<file path="src/rtl/multdiv_pkg.sv">
// Shared width, FSM encodings and op selector for the multi-cycle multiply/divide unit.
package multdiv_pkg;

    localparam int WIDTH = 32;

    typedef enum logic [2:0] {
        S_IDLE = 3'd0,
        S_MULT = 3'd1,
        S_DIV  = 3'd2,
        S_FIX  = 3'd3,
        S_DONE = 3'd4
    } state_e;

    typedef enum logic {
        OP_MULT = 1'b0,
        OP_DIV  = 1'b1
    } op_e;

endpackage

</file>
<file path="src/rtl/multdiv_addsub.sv">
// Combinational W-bit add/subtract shared by every datapath step of the sequencer.
module multdiv_addsub #(
    parameter int W = 33
) (
    input  logic [W-1:0] i_a,
    input  logic [W-1:0] i_b,
    input  logic         i_sub,
    output logic [W-1:0] o_sum,
    output logic         o_sign,
    output logic         o_ovf
);

    assign o_sum  = i_a + (i_sub ? ~i_b : i_b) + {{(W-1){1'b0}}, i_sub};
    assign o_sign = o_sum[W-1];
    // Set when the result no longer fits in the low W-1 bits as a signed value.
    assign o_ovf  = o_sum[W-1] ^ o_sum[W-2];

endmodule

</file>
<file path="src/rtl/multdiv_sequencer.sv">
// Signed multi-cycle multiply (radix-2 Booth) and divide (restoring) sequencer
// driving one shared add/sub unit; the pipeline stalls on busy.
module multdiv_sequencer
    import multdiv_pkg::*;
(
    input  logic             clock,
    input  logic             reset,
    input  logic             ctrl_MULT,
    input  logic             ctrl_DIV,
    input  logic [WIDTH-1:0] data_operandA,
    input  logic [WIDTH-1:0] data_operandB,
    output logic [WIDTH-1:0] data_result,
    output logic             data_exception,
    output logic             data_resultRDY,
    output logic             busy
);

    localparam int CNT_W = $clog2(WIDTH);
    localparam int PW    = 2 * WIDTH + 1;
    localparam logic [CNT_W:0] CNT_LAST = (CNT_W + 1)'(WIDTH - 1);
    localparam logic [CNT_W:0] CNT_ONE  = (CNT_W + 1)'(1);

    state_e           r_state, w_next;
    logic [CNT_W:0]   r_cnt;
    logic [PW-1:0]    r_acc;
    logic [WIDTH-1:0] r_opnd, r_result;
    logic             r_sa, r_sb, r_exc;

    logic             w_start, w_last, w_q, w_sub, w_sign, w_ovf;
    op_e              w_op;
    logic [WIDTH-1:0] w_abs_a, w_abs_b, w_hi, w_lo, w_rem_sh, w_quo;
    logic [WIDTH:0]   w_add_a, w_add_b, w_sum, w_top;
    logic [PW-1:0]    w_mul_next, w_div_next;

    assign w_start  = (r_state == S_IDLE) && (ctrl_MULT || ctrl_DIV);
    assign w_op     = ctrl_MULT ? OP_MULT : OP_DIV;
    assign w_abs_a  = data_operandA[WIDTH-1] ? -data_operandA : data_operandA;
    assign w_abs_b  = data_operandB[WIDTH-1] ? -data_operandB : data_operandB;
    assign w_last   = (r_cnt == CNT_LAST);

    // Multiply view of r_acc: {P_hi, P_lo, q_-1}; divide view: {-, R, Q}.
    assign w_hi     = r_acc[PW-1:WIDTH+1];
    assign w_lo     = r_acc[WIDTH:1];
    assign w_q      = r_acc[0];
    assign w_rem_sh = r_acc[2*WIDTH-2:WIDTH-1];
    assign w_quo    = r_acc[WIDTH-1:0];

    always_comb begin
        w_add_a = '0;
        w_add_b = '0;
        w_sub   = 1'b0;
        case (r_state)
            S_MULT: begin
                w_add_a = {w_hi[WIDTH-1], w_hi};
                case ({w_lo[0], w_q})
                    2'b01:   w_add_b = {r_opnd[WIDTH-1], r_opnd};
                    2'b10: begin
                        w_add_b = {r_opnd[WIDTH-1], r_opnd};
                        w_sub   = 1'b1;
                    end
                    default: w_add_b = '0;
                endcase
            end
            S_DIV: begin
                w_add_a = {1'b0, w_rem_sh};
                w_add_b = {1'b0, r_opnd};
                w_sub   = 1'b1;
            end
            S_FIX: begin
                // 0 +/- Q: overflow flags a positive quotient with bit 31 set.
                w_add_b = {1'b0, w_quo};
                w_sub   = r_sa ^ r_sb;
            end
            default: ;
        endcase
    end

    multdiv_addsub #(.W(WIDTH + 1)) u_addsub (
        .i_a    (w_add_a),
        .i_b    (w_add_b),
        .i_sub  (w_sub),
        .o_sum  (w_sum),
        .o_sign (w_sign),
        .o_ovf  (w_ovf)
    );

    assign w_mul_next = {w_sum, w_lo};
    assign w_div_next = {1'b0, (w_sign ? w_rem_sh : w_sum[WIDTH-1:0]), w_quo[WIDTH-2:0], ~w_sign};
    assign w_top      = w_mul_next[PW-1:WIDTH];

    always_comb begin
        w_next = r_state;
        case (r_state)
            S_IDLE: begin
                if (w_start) begin
                    if (w_op == OP_MULT)             w_next = S_MULT;
                    else if (data_operandB == '0)    w_next = S_DONE;
                    else                             w_next = S_DIV;
                end
            end
            S_MULT:  if (w_last) w_next = S_DONE;
            S_DIV:   if (w_last) w_next = S_FIX;
            S_FIX:   w_next = S_DONE;
            default: w_next = S_IDLE;
        endcase
    end

    always_ff @(posedge clock) begin
        if (reset) begin
            r_state  <= S_IDLE;
            r_cnt    <= '0;
            r_acc    <= '0;
            r_opnd   <= '0;
            r_result <= '0;
            r_exc    <= 1'b0;
            r_sa     <= 1'b0;
            r_sb     <= 1'b0;
        end else begin
            r_state <= w_next;
            case (r_state)
                S_IDLE: begin
                    if (w_start) begin
                        r_cnt    <= '0;
                        r_result <= '0;
                        r_exc    <= (w_op == OP_DIV) && (data_operandB == '0);
                        r_sa     <= data_operandA[WIDTH-1];
                        r_sb     <= data_operandB[WIDTH-1];
                        if (w_op == OP_MULT) begin
                            r_opnd <= data_operandA;
                            r_acc  <= {{WIDTH{1'b0}}, data_operandB, 1'b0};
                        end else begin
                            r_opnd <= w_abs_b;
                            r_acc  <= {{(WIDTH+1){1'b0}}, w_abs_a};
                        end
                    end
                end
                S_MULT: begin
                    r_acc <= w_mul_next;
                    r_cnt <= r_cnt + CNT_ONE;
                    if (w_last) begin
                        r_result <= w_mul_next[WIDTH:1];
                        r_exc    <= ~((&w_top) | ~(|w_top));
                    end
                end
                S_DIV: begin
                    r_acc <= w_div_next;
                    r_cnt <= r_cnt + CNT_ONE;
                end
                S_FIX: begin
                    r_result <= w_sum[WIDTH-1:0];
                    r_exc    <= w_ovf;
                end
                default: ;
            endcase
        end
    end

    assign data_result    = r_result;
    assign data_exception = r_exc;
    assign data_resultRDY = (r_state == S_DONE);
    assign busy           = (r_state != S_IDLE);

endmodule
</file>
<file path="config.mk">
export PLATFORM = sky130hd
export DESIGN_NAME = multdiv_sequencer
export DESIGN_NICKNAME = d
export VERILOG_FILES = /design/src/rtl/multdiv_pkg.sv /design/src/rtl/multdiv_addsub.sv /design/src/rtl/multdiv_sequencer.sv
export SDC_FILE = /design/constraint.sdc
export NUM_CORES = 1
export LEC_CHECK = 0
export ABC_CLOCK_PERIOD_IN_PS = 9350
export CAP_MARGIN = 10
export CORE_ASPECT_RATIO = 0.7
export CORE_MARGIN = 5
export CORE_UTILIZATION = 45
export CTS_CLUSTER_SIZE = 12
export DETAILED_ROUTE_END_ITERATION = 8
export SKIP_CTS_REPAIR_TIMING = 1
export SLEW_MARGIN = 10
export SYNTH_ARGS = -nofsm -noshare
export SYNTH_HDL_FRONTEND = slang
export SYNTH_SLANG_ARGS = --single-unit
</file>
<file path="constraint.sdc">
create_clock -name clock -period 9.35 [get_ports clock]
set_clock_uncertainty 0.05 [all_clocks]
set_input_delay 0.935 -clock clock [delete_from_list [all_inputs] [get_ports clock]]
set_output_delay 0.935 -clock clock [all_outputs]
set_load 0.1 [all_outputs]
</file>
Word level (Yosys, flattened, before mapping)
Index checks and enable logic that the tools add are counted.
- mux-type cells: 28
- reductions and logical operators: 18
- bitwise logic cells: 7
- add/subtract/negate cells: 5
- eq/ne operators: 10
- multipliers: 0
- shift-type cells: 0
- order comparisons: 0
- divide/modulo/power cells: 0
- operators with widths (cell ; count):
    case mux 65 bit (3 select lines) ; 1
    2-to-1 mux 32 bit ; 6
    2-to-1 mux 33 bit ; 3
    case mux 33 bit (3 select lines) ; 1
    case mux 32 bit (3 select lines) ; 1
    case mux 33 bit (2 select lines) ; 1
    2-to-1 mux 65 bit ; 1
    negation 32 bit ; 2
    adder 33 x 1 -> 33 bit ; 1
    adder 33 bit ; 1
    inverter 33 bit ; 1
    AND reduction 33 bit ; 1
    OR reduction 33 bit ; 1
    zero test 32 bit ; 1
    2-to-1 mux 3 bit ; 5
    case mux 3 bit (4 select lines) ; 1
    case mux 6 bit (2 select lines) ; 1
    nonzero test 3 bit ; 3
    adder 6 x 1 -> 6 bit, second input constant ; 1
    equality test 3 x 2 -> 1 bit, second input constant ; 2
    equality test 6 x 5 -> 1 bit, second input constant ; 1
    2-to-1 mux 6 bit ; 1
    inequality test 2 bit, second input constant ; 3
    case mux 1 bit (3 select lines) ; 2
    other kinds (15) ; 26
- RAM bits: 0
- bits of input ports: 68
- bits in latches: 0
- logic and storage cells: 76
- register bits: 141
- memory bits (read-only): 0
- memories kept: 0
- output and inout port bits: 35

Logic depth before layout (Yosys ltp)
- word-level depth: 14
- depth in mapped cells: 21
- gate-level depth less buffers: 18

Hierarchy
A second synthesis with hierarchy kept.
- cells, all modules: 1447
- area total of the unflattened synthesis: 11268.3 sq um
- modules (own cells, without submodules) (module ; times used ; sequential area each (sq um) ; area each (sq um) ; cells an instance):
    multdiv_sequencer ; 1 ; 2822.7 ; 9131.3 ; 1160
    multdiv_addsub ; 1 ; 0.0 ; 2137.0 ; 287

Worst setup path after synthesis
OpenSTA, ideal clock, no wires.
- kind: register -> register
- start point: reg r_state[2]
- end point: reg r_exc (netlist: data_exception)
- library setup time: 0.129 ns
- slack: 4.568 ns
- cell stages (with the launch flop): 20
- data arrival time: 4.603 ns
- data required time: 9.171 ns
- period minus slack after synthesis: 4.782 ns
- path buffers: 5
- path through: dfxtp_1 > buf_2 > inv_1 > buf_2 > and2_1 > clkbuf_1 > clkbuf_1 > clkbuf_1 > a22oi_1 > fa_1 > nand2b_1 > a21oi_1 > xor2_1 > or4_1 > or4_1 > nor4_1 > nand3b_1 > or4_1 > o311ai_1 > nand3_1
- word-level cells in the longest chain between the ends: 12
- elaborated cells between the ends (all ways): 24
- classes of those cells: add/sub (2); eq/ne (5); mux (6); bitwise (5); reduce/logical (6)
- ends and longest elaborated chain (item ; RTL line ; RTL):
    start: declaration ; multdiv_sequencer.sv:23 ; state_e r_state, w_next;
    start signal: assignment ; multdiv_sequencer.sv:119 ; r_state <= w_next;
    equality test 3 x 2 -> 1 bit, or another cell as far along ; multdiv_sequencer.sv:52, multdiv_sequencer.sv:120 ;
    case mux 33 bit (3 select lines) ; multdiv_sequencer.sv:52 ; case (r_state)
    inverter 33 bit ; multdiv_addsub.sv:13 ; assign o_sum = i_a + (i_sub ? ~i_b : i_b) + {{(W-1){1'b0}}, i_sub};
    2-to-1 mux 33 bit ; multdiv_addsub.sv:13 ;
    adder 33 bit ; multdiv_addsub.sv:13 ;
    adder 33 x 1 -> 33 bit ; multdiv_addsub.sv:13 ;
    OR reduction 33 bit ; multdiv_sequencer.sv:142 ; r_exc <= ~((&w_top) | ~(|w_top));
    inverter 1 bit ; multdiv_sequencer.sv:142 ;
    OR 1 bit ; multdiv_sequencer.sv:142 ;
    inverter 1 bit ; multdiv_sequencer.sv:142 ;
    2-to-1 mux 1 bit ; multdiv_sequencer.sv:140 ; if (w_last) begin
    case mux 1 bit (3 select lines) ; multdiv_sequencer.sv:120 ; case (r_state)
    end signal: assignment ; multdiv_sequencer.sv:125 ; r_exc <= (w_op == OP_DIV) && (data_operandB == '0);
    end signal: assignment ; multdiv_sequencer.sv:142 ;
    end signal: assignment ; multdiv_sequencer.sv:151 ; r_exc <= w_ovf;
    end: declaration ; multdiv_sequencer.sv:27 ; logic r_sa, r_sb, r_exc;
Parallel ways exist; a longest one is shown, timed or not. The select of a mux whose other input is x is not followed.
A chain may end at the register's enable or synchronous reset.

Worst setup path after layout
- start point: reg r_state[1]
- end point: reg r_acc[36]
- word-level cells in the longest chain between the ends: 8
- elaborated cells between the ends (all ways): 17
- classes of those cells: add/sub (2); eq/ne (4); mux (6); bitwise (1); reduce/logical (4)
- ends and longest elaborated chain (item ; RTL line ; RTL):
    equality test 3 x 2 -> 1 bit, or another cell as far along ; multdiv_sequencer.sv:52 ;
    case mux 33 bit (3 select lines) ; multdiv_sequencer.sv:52 ;
    inverter 33 bit ; multdiv_addsub.sv:13 ;
    2-to-1 mux 33 bit ; multdiv_addsub.sv:13 ;
    adder 33 bit ; multdiv_addsub.sv:13 ;
    adder 33 x 1 -> 33 bit ; multdiv_addsub.sv:13 ;
    2-to-1 mux 32 bit ; multdiv_sequencer.sv:88 ; assign w_div_next = {1'b0, (w_sign ? w_rem_sh : w_sum[WIDTH-1:0]), w_quo[WIDTH-2:0], ~w_sign};
    case mux 65 bit (3 select lines) ; multdiv_sequencer.sv:120 ;
    end signal: assignment ; multdiv_sequencer.sv:130 ; r_acc <= {{WIDTH{1'b0}}, data_operandB, 1'b0};
    end signal: assignment ; multdiv_sequencer.sv:133 ; r_acc <= {{(WIDTH+1){1'b0}}, w_abs_a};
    end signal: assignment ; multdiv_sequencer.sv:138 ; r_acc <= w_mul_next;
    end: declaration ; multdiv_sequencer.sv:25 ; logic [PW-1:0] r_acc;
Parallel ways exist; a longest one is shown, timed or not.

==> flow_metrics.tcl <==
set metrics [dict create \
    status "finished, final reports clean" \
    slew_viol_final 0 \
    reg2reg_depth 14 \
    cp_cell_sequence "and3_2 -> a22o_1 -> mux2_2 -> fa_1 -> nand2b_1 -> a21bo_2 -> a21oi_1 -> a21oi_1 -> a21oi_1 -> mux2i_1 -> nor2_4 -> mux2_2 -> a222oi_1 -> nor2_1" \
    cts.path.max_buffers 2 \
    r2r-start "r_state[1]" \
    synth.most_common_cell "nand2_1" \
    critical-path-top-delay-family "simple AND/OR/NAND/NOR gates" \
    totalPowerFinal_uw 2120 \
    dpl_cell_area_um2 12600 \
    grt_pass1_wl_um 62700 \
    synth_area_um2 11500 \
    cp.required_ns 9.59 \
    wl_um 39600 \
    p_leak_uw 0.00512 \
    grt_use_total 0.268 \
    synth_edf_count 0 \
    hold_class "reg -> reg" \
    clk_pin_slew_ns 0.06 \
    arrival_ns 6.74 \
    htreeDepth 4 \
    rsz0062_at_grt "no" \
    core_um2 25400 \
    yosysTopAreaCellShare 0.246 \
    cpPeakStageDelay_ns 1.11 \
    die_x_um 201 \
    cp-start-kind "flip-flop" \
    root_buffer "clkbuf_16" \
    timing.final.crit_period_ns 6.50 \
    cts.sinks 141 \
    slowest_stage "and3_2" \
    fin_setup_tns_ns 0 \
    port_buffers 102 \
    p_per_area_nw_per_um2 162 \
    min_to "r_opnd[17]" \
    worstHoldPathCells 2 \
    first_iter_violations 1339 \
    layout_worst_path_cycle_share 0.695 \
    hold_ws_ns 0.417 \
    worst_pin_slew_ns 1.17 \
    ys_warn_count 0 \
    relSlewSlack 0.222 \
    synthTopCellsByCount "198 x nand2_1, 149 x nor2_1, 141 x dfxtp_1" \
    cts-buffers-inserted 17 \
    critPathKind "reg -> reg" \
    ioPinCount 103 \
    place.gp.congestion 0.943 \
    insertion_delay_ns 0.44 \
    syn_area_per_cell_um2 7.53 \
    initial_core_util 0.452 \
    die_y_um 144 \
    post-synth-top-area-cell "dfxtp_1" \
    reg2reg_slack_ns 2.85 \
    ys.flop_type "dfxtp_1" \
    grt-ovfl-total 0 \
    dr.pass1.iters 5 \
    critPathMaxFanout 59 \
    antennaDiodeCount 0 \
    synth_area_leaders "dfxtp_1 25%, nand2_1 6.5%, nor2_1 4.9%" \
    antenna_found_initial 0 \
    vias_per_cell 6.34 \
    cts_tree "yes" \
    ant_nets 0 \
    dieArea_um2 28900 \
    fmax_mhz 154 \
    area_delta_synth_final_pct 14.4 \
    drive_gt1_frac 0.0774 \
    ys_seq_area_frac 0.246 \
    rows 49 \
    final_nets 1641 \
    grt_pass1_vias 11000 \
    synth_seq_cells 141 \
    fillers 2491 \
    synth_cell_types 78 \
    worstHoldStart "r_opnd[17]" \
    hold_viol_final 0 \
    maxCapViolations 0 \
    finalInstanceArea_um2 13200 \
    async_flop_share 0 \
    vdd_ir_drop_max_mv 0.134 \
    grt_max_degree 91 \
    synthCells 1527 \
    cp-end-kind "flip-flop" \
    wl_per_cell_um 21.1 \
    crit_top_cell "a21oi_1" \
    crit_buf_inv 0 \
    setup_violations 0 \
    vias 11900 \
    r2r-end "r_acc[36]" \
    dp_hpwl_um 28900 \
    synth_nets 1631 \
    drc 0 \
    crit_start "r_state[1]" \
]
per-stage QoR:
step	instances	setup slack (ns)	util
after CTS	1881	2.98	0.517
after global routing	1881	2.45	0.517
after detailed placement	1849	3.01	0.494
after floorplan	1527	4.57	-
after global placement	1849	3.24	0.494
final	1881	2.85	0.517
per-layer routing:
layer	GRT usage	part of all wire	up-vias
li1	-	-	5755
met1	0.389	0.48	5685
met5	0	0	-
met2	0.424	0.44	441
met3	0.0420	0.064	46
met4	0.0586	0.017	0
tightest hold or removal path, cell delays in order (launching register included):
cell	delay, ns
dfxtp_1	0.31
nand2_1	0.05
a21oi_1	0.05
registers in the layout, indices dropped and copies added, names as in the netlist:
register,count
r_cnt,6
data_exception,1
r_sa,1
r_opnd,32
data_result,32
r_sb,1
r_acc,65
r_state,3
logic make-up after synthesis:
kind of cell / after synthesis / synth area share
AOI/OAI and AO/OA: 490 / 0.304
DFF: 141 / 0.246
buffers and inverters: 147 / 0.0497
and+or+nand+nor: 548 / 0.223
xor gates and xnor gates: 88 / 0.0670
muxes: 77 / 0.0713
adders and majority gates: 36 / 0.0398
area by class of cell:
class | instances | area, um^2 | share of cell area
multi-input cells | 1239 | 8130 | 0.618
flip-flops and latches | 141 | 2820 | 0.215
repair buffers | 118 | 1140 | 0.0864
clock buffers | 21 | 470 | 0.0358
well taps | 331 | 414 | 0.0315
clock inverters | 11 | 106 | 0.00809
inverters | 20 | 75.1 | 0.00571
cell usage in the layout, fill, tap and decap left out, types with 41 or more instances in the layout:
cell type / n
nor2_1: 147
dfxtp_1: 141
a22oi_1: 56
o21ai_0: 98
mux2i_1: 41
xor2_1: 62
nand2_1: 198
a21oi_1: 92
clkdlybuf4s50_1: 100
nor3_1: 62
power breakdown:
group,switching [uW],leakage (uW),internal [uW]
clock network,287,0.000265,389
registers,64.2,0.00116,657
logic,486,0.00370,242
total,837,0.00512,1290
worst max-delay path by stage:
stage	depth (start not counted)	slack (ns)	to
floorplan	19	4.57	data_exception
global placement	14	3.24	r_acc[37]
detailed placement	14	3.01	r_acc[36]
CTS	14	2.98	r_acc[36]
global route	15	2.45	r_acc[36]
finish	14	2.85	r_acc[36]
No activity file was read; power rests on OpenSTA's default activity.
